### config.mk
export PLATFORM = sky130hd
export DESIGN_NAME = vending_fsm_param
export DESIGN_NICKNAME = d
export VERILOG_FILES = /design/src/rtl/vending_pkg.sv /design/src/rtl/vending_input_sync.sv /design/src/rtl/vending_fsm_param.sv
export SDC_FILE = /design/constraint.sdc
export NUM_CORES = 1
export LEC_CHECK = 0
export CAP_MARGIN = 20
export CORE_ASPECT_RATIO = 1.2
export CORE_MARGIN = 2
export CORE_UTILIZATION = 35
export CTS_BUF_LIST = sky130_fd_sc_hd__clkbuf_4 sky130_fd_sc_hd__clkbuf_8
export DETAILED_ROUTE_END_ITERATION = 10
export PLACE_DENSITY = 0.59
export SLEW_MARGIN = 20
export SYNTH_ARGS = -nofsm -noshare
export SYNTH_HDL_FRONTEND = slang
export SYNTH_SLANG_ARGS = --single-unit
### constraint.sdc
create_clock -name clk -period 2.4 [get_ports clk]
set_input_delay 0.48 -clock clk [delete_from_list [all_inputs] [get_ports clk]]
set_output_delay 0.48 -clock clk [all_outputs]
set_load 0.01 [all_outputs]
### src/rtl/vending_pkg.sv
// Shared types and constants for the parametrised vending controller.
package vending_pkg;

  typedef enum logic [1:0] {
    IDLE   = 2'd0,
    VEND   = 2'd1,
    CHANGE = 2'd2
  } state_t;

  localparam int COIN_SMALL_VAL = 1;

  function automatic int price(input int idx, input int step);
    return (idx + 1) * step;
  endfunction

endpackage

### src/rtl/vending_input_sync.sv
// N-bit two-flop synchroniser followed by rising-edge detection; rise is a
// one-cycle event aligned to the synchronised level.
module vending_input_sync #(
  parameter int N = 4
) (
  input  logic         clk,
  input  logic         rst_n,
  input  logic [N-1:0] din,
  output logic [N-1:0] rise
);

  logic [N-1:0] meta_q, meta_d;
  logic [N-1:0] sync_q, sync_d;
  logic [N-1:0] prev_q, prev_d;

  always_comb begin
    meta_d = din;
    sync_d = meta_q;
    prev_d = sync_q;
  end

  always_ff @(posedge clk or negedge rst_n) begin
    if (!rst_n) begin
      meta_q <= '0;
      sync_q <= '0;
      prev_q <= '0;
    end else begin
      meta_q <= meta_d;
      sync_q <= sync_d;
      prev_q <= prev_d;
    end
  end

  assign rise = sync_q & ~prev_q;

endmodule

### src/rtl/vending_fsm_param.sv
// Parametrised vending controller: coin credit, priced product vend, change return.
// Define VENDING_KEEP_CREDIT_EN to keep leftover credit after a vend instead of refunding it.
//
// state  | meaning
// IDLE   | accepting coins, buy and cancel
// VEND   | dispense held high, counted down by disp_cnt
// CHANGE | returning credit one unit per cycle
module vending_fsm_param
  import vending_pkg::*;
#(
  parameter int CREDIT_W     = 5,
  parameter int MAX_CREDIT   = 31,
  parameter int COIN_LARGE   = 5,
  parameter int NUM_PRODUCTS = 4,
  parameter int PRICE_STEP   = 3,
  parameter int DISP_CYCLES  = 4,
  localparam int SEL_W       = (NUM_PRODUCTS > 1) ? $clog2(NUM_PRODUCTS) : 1
) (
  input  logic                clk,
  input  logic                rst_n,
  input  logic                coin_small,
  input  logic                coin_large,
  input  logic                buy,
  input  logic                cancel,
  input  logic [SEL_W-1:0]    sel,
  output logic                dispense,
  output logic [SEL_W-1:0]    product,
  output logic                change_pulse,
  output logic [CREDIT_W-1:0] credit,
  output logic                coin_reject,
  output logic                insufficient,
  output logic                busy
);

  localparam int CW1    = CREDIT_W + 1;
  localparam int DCW    = (DISP_CYCLES > 1) ? $clog2(DISP_CYCLES + 1) : 1;
  localparam int N_SLOT = 2 ** SEL_W;

  logic [3:0] ev;
  logic       ev_small, ev_large, ev_buy, ev_cancel;

  vending_input_sync #(.N(4)) u_sync (
    .clk   (clk),
    .rst_n (rst_n),
    .din   ({cancel, buy, coin_large, coin_small}),
    .rise  (ev)
  );

  assign {ev_cancel, ev_buy, ev_large, ev_small} = ev;

  // Select codes past NUM_PRODUCTS map to invalid slots and read as unaffordable.
  logic [CW1-1:0] price_tbl [N_SLOT];
  logic           valid_tbl [N_SLOT];

  for (genvar i = 0; i < N_SLOT; i++) begin : g_price
    assign price_tbl[i] = (i < NUM_PRODUCTS) ? CW1'(price(i, PRICE_STEP)) : '0;
    assign valid_tbl[i] = (i < NUM_PRODUCTS);
  end

  state_t             state_q, state_d;
  logic [CREDIT_W-1:0] credit_q, credit_d;
  logic [DCW-1:0]      disp_cnt_q, disp_cnt_d;
  logic                dispense_q, dispense_d;
  logic [SEL_W-1:0]    product_q, product_d;
  logic                change_pulse_q, change_pulse_d;
  logic                coin_reject_q, coin_reject_d;
  logic                insufficient_q, insufficient_d;
  logic                busy_q, busy_d;

  logic [CW1-1:0] credit_ext, sum_small, sum_large, sel_price, after_buy;
  logic           sel_valid;

  assign credit_ext = {1'b0, credit_q};
  assign sum_small  = credit_ext + CW1'(COIN_SMALL_VAL);
  assign sum_large  = credit_ext + CW1'(COIN_LARGE);
  assign sel_price  = price_tbl[sel];
  assign sel_valid  = valid_tbl[sel];
  assign after_buy  = credit_ext - sel_price;

  always_comb begin
    state_d        = state_q;
    credit_d       = credit_q;
    disp_cnt_d     = disp_cnt_q;
    dispense_d     = dispense_q;
    product_d      = product_q;
    change_pulse_d = 1'b0;
    coin_reject_d  = 1'b0;
    insufficient_d = 1'b0;

    case (state_q)
      IDLE: begin
        if (ev_cancel) begin
          coin_reject_d = ev_small | ev_large;
          if (credit_q != '0) state_d = CHANGE;
        end else if (ev_buy) begin
          coin_reject_d = ev_small | ev_large;
          if (sel_valid && (credit_ext >= sel_price)) begin
            credit_d   = after_buy[CREDIT_W-1:0];
            product_d  = sel;
            dispense_d = 1'b1;
            disp_cnt_d = DCW'(DISP_CYCLES - 1);
            state_d    = VEND;
          end else begin
            insufficient_d = 1'b1;
          end
        end else if (ev_large) begin
          coin_reject_d = ev_small;
          if (sum_large <= CW1'(MAX_CREDIT)) credit_d = sum_large[CREDIT_W-1:0];
          else                               coin_reject_d = 1'b1;
        end else if (ev_small) begin
          if (sum_small <= CW1'(MAX_CREDIT)) credit_d = sum_small[CREDIT_W-1:0];
          else                               coin_reject_d = 1'b1;
        end
      end

      VEND: begin
        coin_reject_d = ev_small | ev_large;
        if (disp_cnt_q == '0) begin
          dispense_d = 1'b0;
`ifdef VENDING_KEEP_CREDIT_EN
          state_d = IDLE;
`else
          state_d = (credit_q != '0) ? CHANGE : IDLE;
`endif
        end else begin
          disp_cnt_d = disp_cnt_q - DCW'(1);
        end
      end

      CHANGE: begin
        coin_reject_d = ev_small | ev_large;
        if (credit_q == '0) begin
          state_d = IDLE;
        end else begin
          change_pulse_d = 1'b1;
          credit_d       = credit_q - CREDIT_W'(1);
          if (credit_q == CREDIT_W'(1)) state_d = IDLE;
        end
      end

      default: state_d = IDLE;
    endcase

    busy_d = (state_d != IDLE);
  end

  always_ff @(posedge clk or negedge rst_n) begin
    if (!rst_n) begin
      state_q        <= IDLE;
      credit_q       <= '0;
      disp_cnt_q     <= '0;
      dispense_q     <= 1'b0;
      product_q      <= '0;
      change_pulse_q <= 1'b0;
      coin_reject_q  <= 1'b0;
      insufficient_q <= 1'b0;
      busy_q         <= 1'b0;
    end else begin
      state_q        <= state_d;
      credit_q       <= credit_d;
      disp_cnt_q     <= disp_cnt_d;
      dispense_q     <= dispense_d;
      product_q      <= product_d;
      change_pulse_q <= change_pulse_d;
      coin_reject_q  <= coin_reject_d;
      insufficient_q <= insufficient_d;
      busy_q         <= busy_d;
    end
  end

  assign dispense     = dispense_q;
  assign product      = product_q;
  assign change_pulse = change_pulse_q;
  assign credit       = credit_q;
  assign coin_reject  = coin_reject_q;
  assign insufficient = insufficient_q;
  assign busy         = busy_q;

endmodule

==> run metrics, run 1 <==
max cap viols=0; number of global-route vias before repair=1311; clk root buf=clkbuf_8; RSZ-0062 raised after global routing=no; Fmax=439.4 MHz; origin of the critical flop-to-flop path=credit[0]; area taken by multi-input logic gates=929.6 um2; Setup crit end kind=flop; Netlist cell types=48; critical path class=input pin to flop; period utilization=94.83%; min-delay worst type=flop to flop; Clock Power Share=14.6%; Initial DRC Count=89; largest family of logic cells by synthesized area=compound AO/OA/AOI/OAI gates; routability cong.=0.8502; clk_skew=0.004989 ns; fin area=0.002163 mm2; top layer used by detailed routing=met4; final antenna-violating net count=0; Comb power frac=57.8%; Total Nets Final=224; top cells by area, synth=dfrtp_1 42%, ha_1 9.4%, o21ai_0 4.1%; Post-Route WL=3672 um; Post-Syn Area=0.001724 mm2; most frequent cells in the layout=29 x dfrtp_1, 18 x clkdlybuf4s50_1, 14 x o21ai_0, 14 x buf_4, 13 x inv_1; Vert. Die Dim=80.89 um; clk_lat worst skew=0.28 ns; commonest non-fill, non-tap cell in the layout=dfrtp_1; Worst Path Max Fanout=7; # setup viols final=0; min cycle time layout=2.276 ns; CTS tree=done; via count=1373; Syn-to-layout area delta=25.47%; hold path depth=0; # H-tree levels=2; Seq. cell area=725.7 um2; antenna cells=0; Vias per Instance=5.221; Endpoint, Worst Hold=u_sync.prev_d[0]; Relative slew margins=73.07%; LEAKAGE=0.9617 nW; Initial Utilization=35.66%; WP data required=2.56 ns; Max Slew Vio Count=0; Reg clk slew, reported paths=0.07 ns; first-pass GRT wire length=6037 um; drt first pass iters=4; reg2reg path depth=9; crit path DAT=2.43 ns; post-synthesis compound-gate area fraction=21.04%; Die W=68.07 um; DRC Markers=0; Max clock buf depth=2; Overall Global Routing Usage=14.86%; fillers=469; Fin. Hold Viols=0; Synth Area per Inst=10.26 um2; Max VDD drop=337.2 uV; number of flops mapped to enable cells by yosys=0; Async S/R FF share, synth=100.0%; final core occ=44.75%; ys flop type=dfrtp_1; Synth Area in XOR/XNOR=2.540%; type of origin of the critical path=input pin; core area=0.004835 mm2; largest area contributor in the netlist=dfrtp_1; post-synthesis mux area share=1.959%; Placed Area=0.002028 mm2; r2r setup slk=0.25 ns; met2 wire length=1840 um; initial antenna violation count=0; drt wl/cell=13.96 um; PwrDens=1236 mW/mm2; share of the synthesized area in the top cell type=42.09%; worst-margin pin slew=0.4039 ns; IO Port Bufs=19; CTS Hold Bufs=0; M1 wire length=1616 um; synthesized flop and latch total=29; sw frac=41.32%; gr ovfl total=0; met3 WL post-DR=141 um; P_int=1.569 mW; RR Endpoint=credit[1]; Core Rows=28; I/O pins=20; largest net degree at the start of global routing=30; DP Wirelength=2745 um; Synth Net Count=190; register area share after synthesis=42.09%; Synth Area in Adders=10.60%; # clock sinks=29; simple-gate area share of the yosys netlist=15.97%; Min-Delay Startpoint=u_sync.meta_q[0]; reported net switching power=1.105 mW; Reg power frac=27.5%; layout cells sized above 1=19.21%; Synth Instances=168; die area=0.005506 mm2; TritonCTS buffer count=5; Yosys warnings=0; status=complete, no violations
## sequential cells by signal, summed over array words and instances (netlist names)
register       flops
disp_cnt_q         3
credit             5
dispense           1
product            2
change_pulse       1
u_sync.prev_q      4
coin_reject        1
u_sync.prev_d      4
insufficient       1
busy               1
state_q            2
u_sync.meta_q      4
## cell families (layout without fill, tap and decap cells)
group | after synthesis | after routing
adder cells (fa/ha/maj) | 14 | 14
AO/OA/AOI/OAI | 49 | 49
AND/OR/NAND/NOR | 49 | 49
XOR/XNOR | 5 | 5
flip-flops | 29 | 29
multiplexers | 3 | 3
buffers and inverters | 19 | 54
## Yosys cell counts (3+ instances only)
master / count
o21ai_0: 14
nor2b_1: 3
xor2_1: 3
nor2_1: 11
nand2b_1: 4
inv_1: 13
dfrtp_1: 29
a211oi_1: 3
nor3_1: 4
buf_6: 3
a21oi_1: 8
nand2_1: 11
ha_1: 13
nand3_1: 4
mux2_2: 3
a211o_1: 3
## per-layer routing
metal / up-vias / track usage, %
met5: - / 0
met4: 0 / 5.600
met3: 7 / 4.432
met2: 26 / 24.27
met1: 665 / 18.25
li1: 675 / -
## power by group through the flow
| stage | Combinational (mW) | Sequential, mW | Clock [mW] |
|---|---|---|---|
| finish | 1.55 | 0.736 | 0.391 |
| global route | 1.72 | 0.752 | 0.421 |
| CTS | 1.47 | 0.737 | 0.402 |
| detailed placement | 1.47 | 0.744 | 0 |
| global placement | 1.46 | 0.746 | 0 |
| floorplan | 0.935 | 0.785 | 0 |
## area by class of cell
cell class	instances	share of cell area, %
repair buffers	33	13.77
inverters	13	2.256
flip-flops and latches	29	33.55
multi-input cells	120	42.97
well taps	60	3.470
clock inverters	3	0.8097
clock buffers	5	3.181
## worst max-delay path by stage
stage	startpoint	endpoint	slack, ns	depth (start not counted)
2_1_floorplan	credit[0]	disp_cnt_q[0]	0.28	10
3_3_place_gp	sel[0]	credit[3]	-0.23	10
3_5_place_dp	sel[0]	credit[1]	-0.28	10
4_1_cts	sel[0]	credit[1]	0.001	10
5_1_grt	sel[1]	credit[3]	0.05	8
6_report	sel[1]	credit[1]	0.12	8
## through the flow
step	cells	setup slack, ns	hold WS (ns)	TNS [ns]	total power [mW]
after floorplan	168	0.2766	0.1844	0	1.720
after global placement	253	-0.2250	0.3333	-1.846	2.207
after detailed placement	253	-0.2838	0.3355	-2.848	2.211
after CTS	261	0.001030	0.3504	0	2.611
after global routing	263	0.04663	0.3549	0	2.891
final	263	0.1241	0.3486	0	2.674
## worst max-delay path, cell delays in order
cell	delay [ns]
clkdlybuf4s50_1	0.42
buf_4	0.15
ha_1	0.32
a41oi_2	0.22
nand3_4	0.12
o311ai_4	0.41
or2_1	0.21
o21ai_0	0.10
## what timing repair did
action / 4_1_cts / 5_1_grt
endpoints found under the setup margin: 0 / 11
buffers inserted: 0 / 2
gates resized for setup: 0 / 8
Note: power is estimated with default switching activity, not from simulation.
==> run 2, diff against run 1 <==
--- a/config.mk
+++ b/config.mk
@@ -5,13 +5,13 @@
 export SDC_FILE = /design/constraint.sdc
 export NUM_CORES = 1
 export LEC_CHECK = 0
-export CAP_MARGIN = 20
 export CORE_ASPECT_RATIO = 1.2
 export CORE_MARGIN = 2
 export CORE_UTILIZATION = 35
 export CTS_BUF_LIST = sky130_fd_sc_hd__clkbuf_4 sky130_fd_sc_hd__clkbuf_8
 export DETAILED_ROUTE_END_ITERATION = 10
 export PLACE_DENSITY = 0.59
+export SKIP_CTS_REPAIR_TIMING = 1
 export SLEW_MARGIN = 20
 export SYNTH_ARGS = -nofsm -noshare
 export SYNTH_HDL_FRONTEND = slang
==> results of run 2 <==
Final layout, timing and power as in run 1 (identical DEF).
==> run 3, diff against run 2 <==
--- a/config.mk
+++ b/config.mk
@@ -15,4 +15,5 @@
 export SLEW_MARGIN = 20
 export SYNTH_ARGS = -nofsm -noshare
 export SYNTH_HDL_FRONTEND = slang
+export SYNTH_HIERARCHICAL = 1
 export SYNTH_SLANG_ARGS = --single-unit
==> run 3 against run 2 <==
Net effect:
- die area is 2.0% lower
- non-clock buffer count is 1 higher
- routed wire length is 0.35% higher
- sequential power is 1% lower
- critical path depth is 2 higher
- worst hold slack worse by 0.0013 ns
==> run metrics, run 3 <==
status=complete, no violations (unchanged); Netlist cell types=47 (was 48); Placed Area=0.002034 mm2 (was 0.002028 mm2); # H-tree levels=2 (unchanged); Vias per Instance=5.176 (was 5.221); CTS tree=done (unchanged); Post-Route WL=3685 um (was 3672 um); Async S/R FF share, synth=100.0% (unchanged); Fin. Hold Viols=0 (unchanged); via count=1356 (was 1373); final core occ=46.31% (was 44.75%); period utilization=95.51% (was 94.83%); clk_lat worst skew=0.28 ns (about the same); fin area=0.002143 mm2 (was 0.002163 mm2); Fmax=436.2 MHz (was 439.4 MHz); max cap viols=0 (unchanged); Initial DRC Count=68 (was 89); global routing usage on met1=19.80% (was 18.25%); min-delay worst type=flop to flop (unchanged); final antenna-violating net count=0 (unchanged); gr ovfl total=0 (unchanged); most frequent cells in the layout=29 x dfrtp_1, 17 x clkdlybuf4s50_1, 15 x buf_4 (was 29 x dfrtp_1, 18 x clkdlybuf4s50_1, 14 x o21ai_0, 14 x buf_4, 13 x inv_1); register area share after synthesis=42.99% (was 42.09%); ys flop type=dfrtp_1 (unchanged); Reg clk slew, reported paths=0.07 ns (about the same); type of origin of the critical path=flop (was input pin); Synth Instances=167 (was 168); synthesized flop and latch total=29 (unchanged); GR Layer Usage met3=3.782% (was 4.432%); Die W=67.40 um (was 68.07 um); most common cell in the netlist=dfrtp_1 (unchanged); number of flops mapped to enable cells by yosys=0 (unchanged); min cycle time layout=2.292 ns (was 2.276 ns); routability cong.=0.8028 (was 0.8502); clk root buf=clkbuf_8 (unchanged); initial antenna violation count=0 (unchanged); first-pass GRT wire length=6313 um (was 6037 um); drt first pass iters=4 (unchanged); clk_skew=0.008011 ns (was 0.004989 ns); Core Rows=27 (was 28); number of flip-flops in the largest register=5 (unchanged); TritonCTS buffer count=5 (unchanged); # clock sinks=29 (unchanged); critical path class=flop to flop (was input pin to flop); largest net degree at the start of global routing=30 (unchanged); Comb power frac=57.1% (was 57.8%); Worst Path Max Fanout=5 (was 7); gr busiest metal=met2 (unchanged); Yosys warnings=6 (was 0); P_int=1.554 mW (was 1.569 mW); LEAKAGE=0.9781 nW (was 0.9617 nW); Initial Utilization=36.47% (was 35.66%); Overall Global Routing Usage=15.57% (was 14.86%); crit path DAT=2.47 ns (was 2.43 ns); Clock Power Share=14.9% (was 14.6%); Vert. Die Dim=80.07 um (was 80.89 um); antenna cells=0 (unchanged); share of the synthesized area in the top cell type=42.99% (was 42.09%); grt met2 use=25.35% (was 24.27%); DP Wirelength=2739 um (was 2745 um); Post-Syn Area=0.001688 mm2 (was 0.001724 mm2); Post-synth top cells=29 x dfrtp_1, 15 x inv_1, 13 x ha_1 (was 29 x dfrtp_1, 14 x o21ai_0, 13 x ha_1, 13 x inv_1); reported net switching power=1.048 mW (was 1.105 mW); Synth Net Count=189 (was 190); Syn-to-layout area delta=26.98% (was 25.47%); Total Neg Setup Slack=0 ns (unchanged); Reg power frac=28.0% (was 27.5%); worst-margin pin slew=0.3648 ns (was 0.4039 ns); Relative slew margins=75.68% (was 73.07%); layout cells sized above 1=20.10% (was 19.21%); drt wl/cell=14.06 um (was 13.96 um); top cells by area, synth=dfrtp_1 43%, ha_1 9.6%, inv_1 3.3% (was dfrtp_1 42%, ha_1 9.4%, o21ai_0 4.1%); number of global-route vias before repair=1335 (was 1311); Setup crit end kind=flop (unchanged); commonest non-fill, non-tap cell in the layout=dfrtp_1 (unchanged); PwrDens=1214 mW/mm2 (was 1236 mW/mm2); # setup viols final=0 (unchanged); IO Port Bufs=19 (unchanged); Max VDD drop=493.9 uV (was 337.2 uV); Total Nets Final=225 (was 224); Synth Area per Inst=10.11 um2 (was 10.26 um2); Max clock buf depth=2 (unchanged); DRC Markers=0 (unchanged); sw frac=40.28% (was 41.32%); I/O pins=20 (unchanged); largest area contributor in the netlist=dfrtp_1 (unchanged); Max Slew Vio Count=0 (unchanged); WP data required=2.57 ns (was 2.56 ns); die area=0.005396 mm2 (was 0.005506 mm2); core area=0.004628 mm2 (was 0.004835 mm2)
-- run 3: changes by cell type in the layout (fill, tap and decap cells not counted), moves of 3 or more --
cell and change:
a211o_1 -3, a21oi_1 +4, nand2_1 -3, nand3_1 +5
nor2_1 -4, nor2b_4 +4, o21ai_0 -5, o22ai_1 +4
xnor2_1 +3
-- run 3: power groups by stage --
stage	Clock, mW	Combinational [mW]	Sequential [mW]
after floorplan	0	0.882	0.767
after global placement	0	1.41	0.736
after detailed placement	0	1.43	0.737
after CTS	0.407	1.44	0.730
after global routing	0.425	1.66	0.753
final	0.389	1.49	0.728
-- run 3: worst paths after layout --
check                                       from               end  slack (ns)  cells after the start
max in group asynchronous                  rst_n         credit[4]        1.54                      2
min in group asynchronous                  rst_n         credit[1]        0.58                      2
worst max register to register         credit[0]         credit[3]        0.11                     10
worst max-delay path                   credit[0]         credit[3]        0.11                     10
worst min register to register  u_sync/meta_q[0]  u_sync/prev_d[0]        0.35                      0
worst min-delay path            u_sync/meta_q[0]  u_sync/prev_d[0]        0.35                      0
-- run 3: per-layer routing --
| metal | up-vias | share of wire [%] |
|---|---|---|
| li1 | 665 | - |
| met1 | 655 | 44 |
| met2 | 28 | 51 |
| met3 | 8 | 3.7 |
| met4 | 0 | 1.9 |
| met5 | - | 0 |
-- run 3: cell type report --
| class | instances | area, um2 |
|---|---|---|
| inverters | 15 | 56.30 |
| multi-input cells | 118 | 894.6 |
| clock inverters | 3 | 17.52 |
| flip-flops and latches | 29 | 725.7 |
| well taps | 58 | 72.57 |
| repair buffers | 34 | 307.8 |
| fillers | 433 | 2485 |
| clock buffers | 5 | 68.82 |
-- run 3: cell families after synthesis --
logic type | Yosys count | share of synthesized area, %
simple gates | 47 | 17.05
mux | 3 | 1.927
compound gates | 47 | 18.76
fa+ha+maj | 15 | 11.42
buf+inv | 20 | 4.744
flops | 29 | 43.00
xor+xnor | 6 | 3.113
-- run 3: per-stage QoR --
step | power, mW | std cells | hold slack, ns | setup slack [ns]
2_1_floorplan | 1.649 | 167 | 0.1844 | 0.03565
6_report | 2.602 | 262 | 0.3473 | 0.1076
4_1_cts | 2.580 | 261 | 0.3504 | -0.1378
3_3_place_gp | 2.143 | 253 | 0.3336 | -0.2951
5_1_grt | 2.835 | 262 | 0.3623 | -0.03402
3_5_place_dp | 2.170 | 253 | 0.3356 | -0.4247
-- run 3: critical path, cell delays in order (launching register included) --
cell and delay, ns:
dfrtp_1 0.39, inv_2 0.07, ha_1 0.14, inv_1 0.06
fa_2 0.35, a21o_2 0.25, a211oi_4 0.29, a21o_2 0.19
nand2_4 0.06, and2_4 0.17, a32o_1 0.22
